## src/rtl/blink_decoder.sv

```systemverilog
// Receive-side blink decoder: synchronises and debounces a 1-bit blink input,
// measures each high/low phase in clock cycles and flags a stable blink rate.
module blink_decoder #(
    parameter int CNT_W      = 24,
    parameter int DEB_CYCLES = 4,
    parameter int TOL        = 2,
    parameter int LOCK_N     = 4
) (
    input  logic             system1000,
    input  logic             system1000_rst,
    input  logic             led_i,
    output logic             level_o,
    output logic [CNT_W-1:0] half_period_o,
    output logic             period_valid_o,
    output logic             locked_o,
    output logic             timeout_o
);

    localparam int DW = (DEB_CYCLES < 2) ? 1 : $clog2(DEB_CYCLES + 1);
    localparam int MW = (LOCK_N < 2) ? 1 : $clog2(LOCK_N + 1);

    localparam logic [DW-1:0]    DEB_LAST  = DW'(DEB_CYCLES - 1);
    localparam logic [MW-1:0]    LOCK_LAST = MW'(LOCK_N - 1);
    localparam logic [CNT_W-1:0] CNT_MAX   = '1;
    localparam logic [CNT_W-1:0] CNT_PRE   = CNT_MAX - CNT_W'(1);
    localparam logic [CNT_W-1:0] TOL_C     = CNT_W'(TOL);

    typedef enum logic [1:0] {
        HUNT,
        TRACK,
        LOCKED
    } state_t;

    logic [1:0]       sync_q;
    logic [DW-1:0]    deb_cnt;
    logic [CNT_W-1:0] cnt;
    logic [CNT_W-1:0] prev;
    logic [MW-1:0]    match;
    logic             armed;
    state_t           state;

    logic             toggle;
    logic             meas_valid;
    logic             timeout_rise;
    logic [CNT_W-1:0] diff;
    logic             is_match;

    // The debounced level flips on the clock where the last differing sample lands;
    // that same edge closes the phase measured by cnt.
    assign toggle       = (sync_q[1] != level_o) && (deb_cnt == DEB_LAST);
    assign meas_valid   = toggle && armed && !timeout_o;
    assign timeout_rise = !toggle && !timeout_o && (cnt >= CNT_PRE);
    assign diff         = (cnt > prev) ? (cnt - prev) : (prev - cnt);
    assign is_match     = (diff <= TOL_C);

    // NOTE: non-blocking assignments make sync_q a genuine two-stage shift register.
    always_ff @(posedge system1000 or posedge system1000_rst) begin
        if (system1000_rst) begin
            sync_q  <= 2'b00;
            deb_cnt <= '0;
            level_o <= 1'b0;
        end else begin
            sync_q <= {sync_q[0], led_i};
            if (toggle) begin
                level_o <= ~level_o;
                deb_cnt <= '0;
            end else if (sync_q[1] != level_o) begin
                deb_cnt <= deb_cnt + DW'(1);
            end else begin
                deb_cnt <= '0;
            end
        end
    end

    always_ff @(posedge system1000 or posedge system1000_rst) begin
        if (system1000_rst) begin
            cnt       <= '0;
            timeout_o <= 1'b0;
        end else if (toggle) begin
            cnt       <= CNT_W'(1);
            timeout_o <= 1'b0;
        end else begin
            if (cnt != CNT_MAX) begin
                cnt <= cnt + CNT_W'(1);
            end
            if (cnt >= CNT_PRE) begin
                timeout_o <= 1'b1;
            end
        end
    end

    always_ff @(posedge system1000 or posedge system1000_rst) begin
        if (system1000_rst) begin
            state          <= HUNT;
            prev           <= '0;
            match          <= '0;
            armed          <= 1'b0;
            half_period_o  <= '0;
            period_valid_o <= 1'b0;
            locked_o       <= 1'b0;
        end else begin
            period_valid_o <= meas_valid;
            if (toggle) begin
                armed <= 1'b1;
            end

            if (timeout_rise) begin
                // A stalled input invalidates everything learned so far.
                state    <= HUNT;
                match    <= '0;
                locked_o <= 1'b0;
                armed    <= 1'b0;
            end else if (meas_valid) begin
                half_period_o <= cnt;
                prev          <= cnt;
                case (state)
                    HUNT: begin
                        match <= '0;
                        state <= TRACK;
                    end
                    TRACK: begin
                        if (is_match) begin
                            match <= match + MW'(1);
                            if (match == LOCK_LAST) begin
                                state    <= LOCKED;
                                locked_o <= 1'b1;
                            end
                        end else begin
                            match <= '0;
                        end
                    end
                    LOCKED: begin
                        if (!is_match) begin
                            state    <= TRACK;
                            match    <= '0;
                            locked_o <= 1'b0;
                        end
                    end
                    default: begin
                        state    <= HUNT;
                        match    <= '0;
                        locked_o <= 1'b0;
                    end
                endcase
            end
        end
    end

endmodule

```

## config.mk

```make
export PLATFORM = sky130hd
export DESIGN_NAME = blink_decoder
export DESIGN_NICKNAME = d
export VERILOG_FILES = /design/src/rtl/blink_decoder.sv
export SDC_FILE = /design/constraint.sdc
export NUM_CORES = 1
export LEC_CHECK = 0
export CORE_UTILIZATION = 55
export DETAILED_ROUTE_END_ITERATION = 12
export GPL_ROUTABILITY_DRIVEN = 0
export PLACE_DENSITY = 0.74
export SLEW_MARGIN = 10
export SYNTH_ARGS = -nofsm -noshare
export SYNTH_HDL_FRONTEND = slang
export SYNTH_SLANG_ARGS = --single-unit
```

## constraint.sdc

```tcl
create_clock -name system1000 -period 3.9 [get_ports system1000]
set_clock_uncertainty 0.05 [all_clocks]
set_input_delay 0.585 -clock system1000 [delete_from_list [all_inputs] [get_ports system1000]]
set_output_delay 0.585 -clock system1000 [all_outputs]
set_load 0.02 [all_outputs]
```

==> qor.csv <==
stage,metric,value,unit
layout,fillCellCount,875,
sta,holdWs,0.307,ns
global_routing,grt_antenna_before_repair,0,
power,ir_drop,461,uV
detailed_routing,via_count,4968,
sta,rsz0062_at_grt,no,
placement,port_buffers,30,
critical_path,critPathMaxStageDelay,0.50,ns
logic_synthesis,synth_cell_types,66,
layout,syn_to_final_growth,13.6,%
logic_synthesis,synth_commonest_cells,"nand2_1 (69), nor2_1 (67), dfrtp_1 (63), inv_1 (63), ha_1 (53)",
critical_path,r2r.worst_path.cells,13,
logic_synthesis,synth_largest_area_cell,dfrtp_1,
layout,final_layout_size_suffix_gt1_frac,0.110,
global_routing,grt_max_degree,48,
flow_run,cap_violations,0,
logic_synthesis,synth_nets,728,
logic_synthesis,synth_area_leaders,"dfrtp_1 (29%), ha_1 (12%), xnor2_1 (6.6%)",
cts,h-tree-depth,3,
cts,cts_buffers,9,
detailed_routing,wirelength,14300,um
logic_synthesis,synth_edf_count,0,
critical_path,crit_buf_inv,0,
global_routing,grt_pass1_wl,23300,um
worst_hold_path,min_from,sync_q[0]$_DFF_PP0_,
logic_synthesis,synth-seq-area-share,0.288,
floorplan,start_util,0.562,
sta,setup_viol_count_final,0,
detailed_routing,drcViolationCount,0,
global_routing,grt_pass1_vias,4805,
critical_path,cp-start-kind,register,
layout,multiInputGateArea,3550,um^2
sta,max_slew_margin,0.352,
sta,slew_viol_final,0,
logic_synthesis,ys.flop_type,dfrtp_1,
critical_path,crit_cells,13,
status,status,"complete, no violations",
critical_path,worst_path_dominant_cell_family,compound AO/OA/AOI/OAI gates,
global_routing,grt_usage,0.292,
logic_synthesis,ys_warn_count,0,
critical_path,path_cells,ha_1 > nand2b_1 > a21oi_1 > a211oi_2 > o21ai_2 > a21oi_1 > and4b_1 > o31ai_1 > o31ai_1 > o2111a_1 > and4b_2 > mux2i_1 > o211a_1,
sta,fmax,0.261,GHz
logic_synthesis,ys_ff_latch,63,
logic_synthesis,syn_avg_cell_area,8.17,um^2
cts,cts_tree,yes,
power,p_leak,2.86,nW
cts,clock_sinks,63,
critical_path,cp_max_fo,8,
floorplan,io_pins,31,
logic_synthesis,synthArstFlopShare,1.00,
detailed_routing,drt_iter0_markers,423,
cts,insertion_delay,0.36,ns
cts,clockBufferDepth,2,
cts,cts_hold_buf,0,
layout,nets,764,
critical_path,critPathCaptureType,register,
critical_path,path_class,reg -> reg,
critical_path,crit_required,4.09,ns
layout,post-route-util,0.639,
critical_path,arrival,4.02,ns
critical_path,reg2reg_from,cnt[2]$_DFFE_PP0P_,
detailed_routing,wl_per_cell,17.0,um
logic_synthesis,synthCells,670,
detailed_routing,via_per_inst,5.89,
layout,insertedDiodeCount,0,
worst_hold_path,holdPathStages,0,
floorplan,fp.dieH,102,um
floorplan,coreArea,9730,um^2
floorplan,die_area,10400,um^2
sta,report.final.hold_viol_count,0,
detailed_routing,ant_nets,0,
cts,clockRootBuffer,clkbuf_8,
sta,post-route-min-period,3.82,ns
sta,fin_crit_sh,0.981,
logic_synthesis,synth_area,5470,um^2
placement,place_hpwl,11000,um
sta,worst_slew_pin_slew,0.971,ns
worst_hold_path,hp-class,reg -> reg,
logic_synthesis,synth.most_common_cell,nand2_1,
power,power_density,743,nW/um^2
detailed_routing,firstDrtPassIters,5,
cts,clkTransAtPathRegs,0.08,ns
critical_path,critPathSlowestCell,a21oi_1,
floorplan,die_x,102,um
global_routing,grt_overflow,0,
floorplan,rows,36,
critical_path,crit_path_start,cnt[2]$_DFFE_PP0P_,
layout,regArea,1580,um^2
logic_synthesis,yosysTopAreaCellShare,0.288,
==> per-layer routing <==
metal	GRT usage	wire (um)
met4	0.106	293
met5	0	0
met2	0.463	6680
met3	0.0552	879
met1	0.396	6480
==> report_power, final <==
| part | switching (mW) | internal [mW] |
|---|---|---|
| sequential | 0.0892 | 0.747 |
| combinational | 1.78 | 1.42 |
| clock | 0.260 | 0.326 |
| total | 2.13 | 2.49 |
==> cell families after synthesis <==
family / after synthesis / synth area share
AO/OA/AOI/OAI: 179 / 0.222
XOR/XNOR: 51 / 0.0816
adder cells (fa/ha/maj): 55 / 0.129
multiplexers: 5 / 0.0103
AND/OR/NAND/NOR: 223 / 0.195
flip-flops: 63 / 0.288
buffers and inverters: 94 / 0.0748
==> state kept, by name (all words and copies together), names as in the netlist <==
signal / count
timeout_o: 1
prev: 24
armed: 1
cnt: 24
deb_cnt: 3
level_o: 1
state: 2
period_valid_o: 1
match: 3
locked_o: 1
sync_q: 2
==> placed cells by master (no fill, tap or decap), types with 3 or more instances in the layout <==
| master | count |
|---|---|
| a211oi_1 | 6 |
| clkdlybuf4s50_1 | 30 |
| nand3b_1 | 3 |
| nor4_1 | 7 |
| o21ai_0 | 47 |
| o211ai_1 | 3 |
| ha_2 | 5 |
| a31oi_1 | 6 |
| nand2b_1 | 5 |
| buf_4 | 25 |
| o21ai_1 | 3 |
| nand2_1 | 68 |
| o31ai_2 | 4 |
| nand3_1 | 13 |
| xnor2_1 | 41 |
| mux2i_1 | 3 |
| and3_1 | 6 |
| xor2_1 | 10 |
| or3_1 | 3 |
| a21o_1 | 7 |
| o221ai_1 | 5 |
| a21oi_2 | 5 |
| nor2_1 | 67 |
| o31ai_1 | 4 |
| dfrtp_1 | 63 |
| inv_1 | 62 |
| o21a_1 | 4 |
| o21bai_1 | 6 |
| nand4_1 | 24 |
| nor2b_1 | 5 |
| a21oi_1 | 49 |
| clkbuf_8 | 11 |
| nor3_1 | 9 |
| ha_1 | 48 |
==> worst reg2reg max path, delay by kind of cell, from the launching register on <==
family	cells	cell delay, ns
AOI/OAI and AO/OA	8	1.87
adders and majority gates	1	0.42
DFF	1	0.45
muxes	1	0.11
and+or+nand+nor	3	0.80
==> timing repair <==
item,in CTS,in global routing
gates resized for setup,2,14
pin swaps,0,5
setup buffers,0,2
setup endpoints to repair,6,6
==> path summary, 6_finish.rpt <==
path                                   endpoint  slack, ns
max                        state[0]$_DFFE_PP0P_       0.08
min                         sync_q[1]$_DFF_PP0_       0.31
max reg2reg                state[0]$_DFFE_PP0P_       0.08
min reg2reg                 sync_q[1]$_DFF_PP0_       0.31
max in group asynchronous   prev[5]$_DFFE_PP0P_       2.28
min in group asynchronous  prev[20]$_DFFE_PP0P_       0.72
==> cell type report <==
type / count / share of cell area
clock inverter: 3 / 0.00684
tap: 133 / 0.0268
clock buffer: 12 / 0.0250
inverter: 64 / 0.0386
timing repair buffer: 55 / 0.0785
sequential: 63 / 0.254
multi-input combinational: 513 / 0.571
==> stage by stage <==
| step | cell area, um^2 | setup WS, ns | power, mW | setup TNS [ns] | instances |
|---|---|---|---|---|---|
| detailed placement | 5940 | -0.114 | 3.79 | -0.368 | 826 |
| floorplan | 5470 | 0.395 | 3.14 | 0 | 670 |
| global placement | 5940 | 0.0399 | 3.72 | 0 | 826 |
| global route | 6220 | 0.00633 | 4.91 | 0 | 843 |
| finish | 6220 | 0.0755 | 4.62 | 0 | 843 |
| CTS | 6140 | 0.0550 | 4.40 | 0 | 841 |
(Power assumes the default switching activity.)
==> edit 1, RTL diff (same flow settings) <==
Change the parameter `DEB_CYCLES` from 4 to 2.
--- a/src/rtl/blink_decoder.sv
+++ b/src/rtl/blink_decoder.sv
@@ -4,3 +4,3 @@
     parameter int CNT_W      = 24,
-    parameter int DEB_CYCLES = 4,
+    parameter int DEB_CYCLES = 2,
     parameter int TOL        = 2,
Check against the original RTL: not equivalent (a bounded check fails within 10 cycles, from zero or initial values and one cycle with system1000_rst high).
==> edit 1 against the unedited design <==
- worst setup slack better by 170 ps
- final area up 2.6%
- combinational power up 17%
- total power up 12%
- sequential cell count down 1
- area after synthesis up 5.1%
- routed wire length up 13%
- critical endpoint unchanged
- largest cell class unchanged
==> edit 1: results (changes against the unedited design) <==
<table>
<tr><th>Metric</th><th>Value</th></tr>
<tr><th colspan="2">Placed design</th></tr>
<tr><td>Pre-CTS setup slack</td><td>232 ps (+346 ps)</td></tr>
<tr><td>Area after DPL</td><td>0.00613 sq mm (+3.1%)</td></tr>
<tr><td>HPWL after DPL</td><td>12.4 mm (+13%)</td></tr>
<tr><td>Inst Count DP</td><td>857 (+3.8%)</td></tr>
<tr><th colspan="2">Cells and area</th></tr>
<tr><td>Final-stage net count</td><td>792 (+3.7%)</td></tr>
<tr><td>Final cell count without fillers</td><td>872 (+3.4%)</td></tr>
<tr><td>Layout cell share with drive strength beyond 1</td><td>9.61% (-1.4 points)</td></tr>
<tr><td>Biggest regs</td><td>cnt: 24 flops, prev: 24 flops, match: 3 flops</td></tr>
<tr><th colspan="2">Pwr</th></tr>
<tr><td>Peak supply drop</td><td>377 uV (-18%)</td></tr>
<tr><td>Leakage power total</td><td>0.00287 uW (+0.30%)</td></tr>
<tr><th colspan="2">Routing</th></tr>
<tr><td>Number of DRC markers after the initial detailed-route iteration</td><td>484 (+14%)</td></tr>
<tr><td>Total number of vias</td><td>5454 (+9.8%)</td></tr>
<tr><th colspan="2">Global route</th></tr>
<tr><td>Global routing usage on met1</td><td>41.8% (+2.3 points)</td></tr>
<tr><td>Via count of the first global-routing pass</td><td>5374 (+12%)</td></tr>
<tr><td>Combined global-route utilization of all metal layers</td><td>30.9% (+1.7 points)</td></tr>
<tr><td>Fraction of met2 tracks used by global routing</td><td>47.9% (+1.6 points)</td></tr>
<tr><th colspan="2">Critical path</th></tr>
<tr><td>Reg-to-reg slack, setup</td><td>250 ps (+170 ps)</td></tr>
<tr><td>Slowest stage delay, CP</td><td>440 ps (-60 ps)</td></tr>
<tr><td>Critical Path Start</td><td>cnt[0]</td></tr>
<tr><th colspan="2">Run status</th></tr>
<tr><td>Status</td><td>completed</td></tr>
<tr><th colspan="2">Synth</th></tr>
<tr><td>Count of distinct cell types in the synthesized netlist</td><td>80 (+21%)</td></tr>
<tr><td>Count of mapped cells out of synthesis</td><td>712 (+6.3%)</td></tr>
<tr><td>Post-synthesis xor/xnor area fraction</td><td>7.62% (-0.55 points)</td></tr>
<tr><td>Leading cell types by count after synthesis</td><td>sky130_fd_sc_hd__nand2_1, sky130_fd_sc_hd__dfrtp_1, sky130_fd_sc_hd__o21ai_0</td></tr>
<tr><td>Register area share after synthesis</td><td>27.0% (-1.8 points)</td></tr>
<tr><td>Total nets after synthesis</td><td>769 (+5.6%)</td></tr>
<tr><td>Area fraction in compound gates after synthesis</td><td>24.8% (+2.6 points)</td></tr>
<tr><th colspan="2">Clocking</th></tr>
<tr><td>Number of gates given a new drive strength after cts</td><td>0 (-2)</td></tr>
<tr><th colspan="2">Timing</th></tr>
<tr><td>Worst Max-Slew Pin Slew</td><td>747 ps (-224 ps)</td></tr>
<tr><td>Final hold slack</td><td>306 ps (-0.220 ps)</td></tr>
</table>
-- edit 1: cell count changes after synthesis, moves of 5 or more --
cell	before	now
sky130_fd_sc_hd__buf_4	2	11
sky130_fd_sc_hd__nor2_1	67	57
sky130_fd_sc_hd__o31ai_1	6	0
sky130_fd_sc_hd__and2_1	2	7
sky130_fd_sc_hd__clkbuf_1	14	9
sky130_fd_sc_hd__a21o_1	7	13
sky130_fd_sc_hd__nand2_1	69	75
sky130_fd_sc_hd__a21oi_1	50	56
sky130_fd_sc_hd__o21ai_0	47	62
sky130_fd_sc_hd__nand4_1	24	18
-- edit 1: layer usage --
metal,part of all wire (%),vias up
met5,0,-
met4,3.9,0
met3,7.6,49
met2,44,257
met1,44,2597
li1,-,2551
-- edit 1: logic make-up (layout without fill, tap and decap cells) --
group                    count (synthesis)  after routing
AND/OR/NAND/NOR                        239            239
multiplexers                             2              2
buffers and inverters                   92            119
AO/OA/AOI/OAI                          213            213
flip-flops                              62             62
adder cells (fa/ha/maj)                 54             54
XOR/XNOR                                50             50
-- edit 1: worst paths after layout --
path / endpoint / depth (start not counted)
hold reg to reg: sync_q[1] / 0
hold / removal: sync_q[1] / 0
max in group asynchronous: prev[19] / 3
min in group asynchronous: prev[11] / 2
setup reg to reg: state[0] / 13
setup / recovery: state[0] / 13
-- edit 1: per-stage QoR --
step / total power [uW] / utilization (%)
6_report: 5190 / 64.1
5_1_grt: 5560 / 64.1
4_1_cts: 5000 / 63.6
3_5_place_dp: 4370 / 61.6
3_3_place_gp: 4320 / 61.6
2_1_floorplan: 3620 / -
-- edit 1: power by group through the flow --
stage          sequential, uW  combinational, uW  clock, uW
2_1_floorplan             850               2770          0
3_3_place_gp              821               3500          0
3_5_place_dp              827               3540          0
4_1_cts                   815               3560        622
5_1_grt                   830               4080        652
6_report                  815               3760        612
-- edit 1: worst register-to-register path: stages (launching register included) --
cell                       delay (ps)
sky130_fd_sc_hd__dfrtp_1          440
sky130_fd_sc_hd__inv_1            110
sky130_fd_sc_hd__ha_1             230
sky130_fd_sc_hd__fa_1             410
sky130_fd_sc_hd__nand2b_1         180
sky130_fd_sc_hd__a211o_1          330
sky130_fd_sc_hd__a211oi_4         330
sky130_fd_sc_hd__a211o_2          240
sky130_fd_sc_hd__a221oi_1         110
sky130_fd_sc_hd__a22oi_1          280
sky130_fd_sc_hd__xor2_2           340
sky130_fd_sc_hd__nor4_4            80
sky130_fd_sc_hd__a21o_1           190
sky130_fd_sc_hd__a211oi_1         260
-- edit 1: cell type report --
type                            instances  area, sq um
Multi-Input combinational cell        558         3820
Fill cell                             873         3570
Timing Repair Buffer                   44          405
Inverter                               60          225
Sequential cell                        62         1550
Clock buffer                           12          165
Tap cell                              133          166
Clock inverter                          3         42.5
==> edit 2, RTL diff (same flow settings) <==
Made on the original files. Encoding of `state_t`: now one-hot (3 bits for 3 states).
--- a/src/rtl/blink_decoder.sv
+++ b/src/rtl/blink_decoder.sv
@@ -27,6 +27,6 @@
 
-    typedef enum logic [1:0] {
-        HUNT,
-        TRACK,
-        LOCKED
+    typedef enum logic [2:0] {
+        HUNT   = 3'b001,
+        TRACK  = 3'b010,
+        LOCKED = 3'b100
     } state_t;
Behaviour: no difference found for any inputs over 10 cycles, from zero or initial values and one cycle with system1000_rst high; not proved beyond that.
==> edit 2 against the unedited design <==
- the run now ends with negative setup slack left
- final area is 14% higher
- clock power up 13%
- die area rose by 2.4%
- combinational power grew 14%
- synthesized cell count up 5.5%
- sequential cell count rose by 1
- routed wire length rose by 20%
- worst setup slack worse by 79 ps
- count of clock-buffer cells in the layout down 1
- total power increased by 11%
- area after synthesis is 2.5% higher
==> edit 2: results (changes against the unedited design) <==
<table>
<tr><th>Metric</th><th>Value</th></tr>
<tr><th colspan="2">Run status</th></tr>
<tr><td>Status</td><td>finished with violations</td></tr>
<tr><td>Violated checks</td><td>negative setup slack</td></tr>
<tr><th colspan="2">Critical path</th></tr>
<tr><td>Beginning of the worst register-to-register path</td><td>prev[2]</td></tr>
<tr><th colspan="2">Placed design</th></tr>
<tr><td>HPWL after DPL</td><td>12.7 mm (+16%)</td></tr>
<tr><td>Pre-CTS setup slack</td><td>-207 ps (-93.1 ps)</td></tr>
<tr><td>Inst Count DP</td><td>921 (+12%)</td></tr>
<tr><th colspan="2">Pwr</th></tr>
<tr><td>Peak supply drop</td><td>350 uV (-24%)</td></tr>
<tr><td>Leakage power total</td><td>0.00323 uW (+13%)</td></tr>
<tr><td>Switching power as a share of total power</td><td>45.6% (-0.45 points)</td></tr>
<tr><td>Combinational cell power</td><td>3650 uW (+14%)</td></tr>
<tr><td>Sequential cell power</td><td>843 uW (+0.7%)</td></tr>
<tr><th colspan="2">Global route</th></tr>
<tr><td>Via count of the first global-routing pass</td><td>5405 (+12%)</td></tr>
<tr><td>Combined global-route utilization of all metal layers</td><td>33.4% (+4.2 points)</td></tr>
<tr><td>Global-route wire length before repair</td><td>26.8 mm (+15%)</td></tr>
<tr><th colspan="2">Cells and area</th></tr>
<tr><td>Fraction of area in multi-input gates</td><td>54.8% (-2.3 points)</td></tr>
<tr><td>Final cell count without fillers</td><td>944 (+12%)</td></tr>
<tr><td>Number of fill cells</td><td>775 (-11%)</td></tr>
<tr><td>Proportion of cell area occupied by registers</td><td>22.6% (-2.8 points)</td></tr>
<tr><td>Clock buffers</td><td>11 (-1)</td></tr>
<tr><th colspan="2">Routing</th></tr>
<tr><td>Via density</td><td>6.01 (+2.0%)</td></tr>
<tr><td>Wirelength, routed</td><td>17.2 mm (+20%)</td></tr>
<tr><th colspan="2">Synth</th></tr>
<tr><td>Register area share after synthesis</td><td>28.6% (-0.23 points)</td></tr>
<tr><td>Area fraction in compound gates after synthesis</td><td>21.9% (-0.27 points)</td></tr>
<tr><td>Share of synthesized cell area in full adder, half adder and majority cells</td><td>12.5% (-0.31 points)</td></tr>
<tr><th colspan="2">Timing</th></tr>
<tr><td>Fin Setup TNS</td><td>-3.74 ps (-3.74 ps)</td></tr>
<tr><td>Worst slew margin</td><td>47.5% (+12 points)</td></tr>
<tr><td>Min setup slack post-route</td><td>-3.74 ps (-79.3 ps)</td></tr>
<tr><td>Setup violators final</td><td>1 (+1)</td></tr>
<tr><th colspan="2">Clocking</th></tr>
<tr><td>Clock tree sinks</td><td>64 (+1.6%)</td></tr>
</table>
edit 2: cell count changes after synthesis, sizes merged, moves of 7 or more:
cell and delta:
nand2b +7, nand2 +9, o31ai -7, o21bai +7, o21ai +16, a21oi +12
xor2 +7, xnor2 -9
edit 2: per-layer routing:
| layer | up-vias | global-route usage, % | part of all wire [%] |
|---|---|---|---|
| li1 | 2651 | - | - |
| met1 | 2664 | 45.1 | 42 |
| met2 | 295 | 52.2 | 46 |
| met3 | 63 | 7.12 | 8.5 |
| met4 | 0 | 13.4 | 4.1 |
| met5 | - | 0 | 0 |
edit 2: what timing repair did:
| action | 4_1_cts | 5_1_grt |
|---|---|---|
| hold buffers | 0 | 0 |
| gates resized for setup | 17 | 42 |
| setup endpoints to repair | 6 | 5 |
| setup buffers | 2 | 5 |
| pin swaps | 5 | 7 |
| hold endpoints to repair | 0 | 0 |
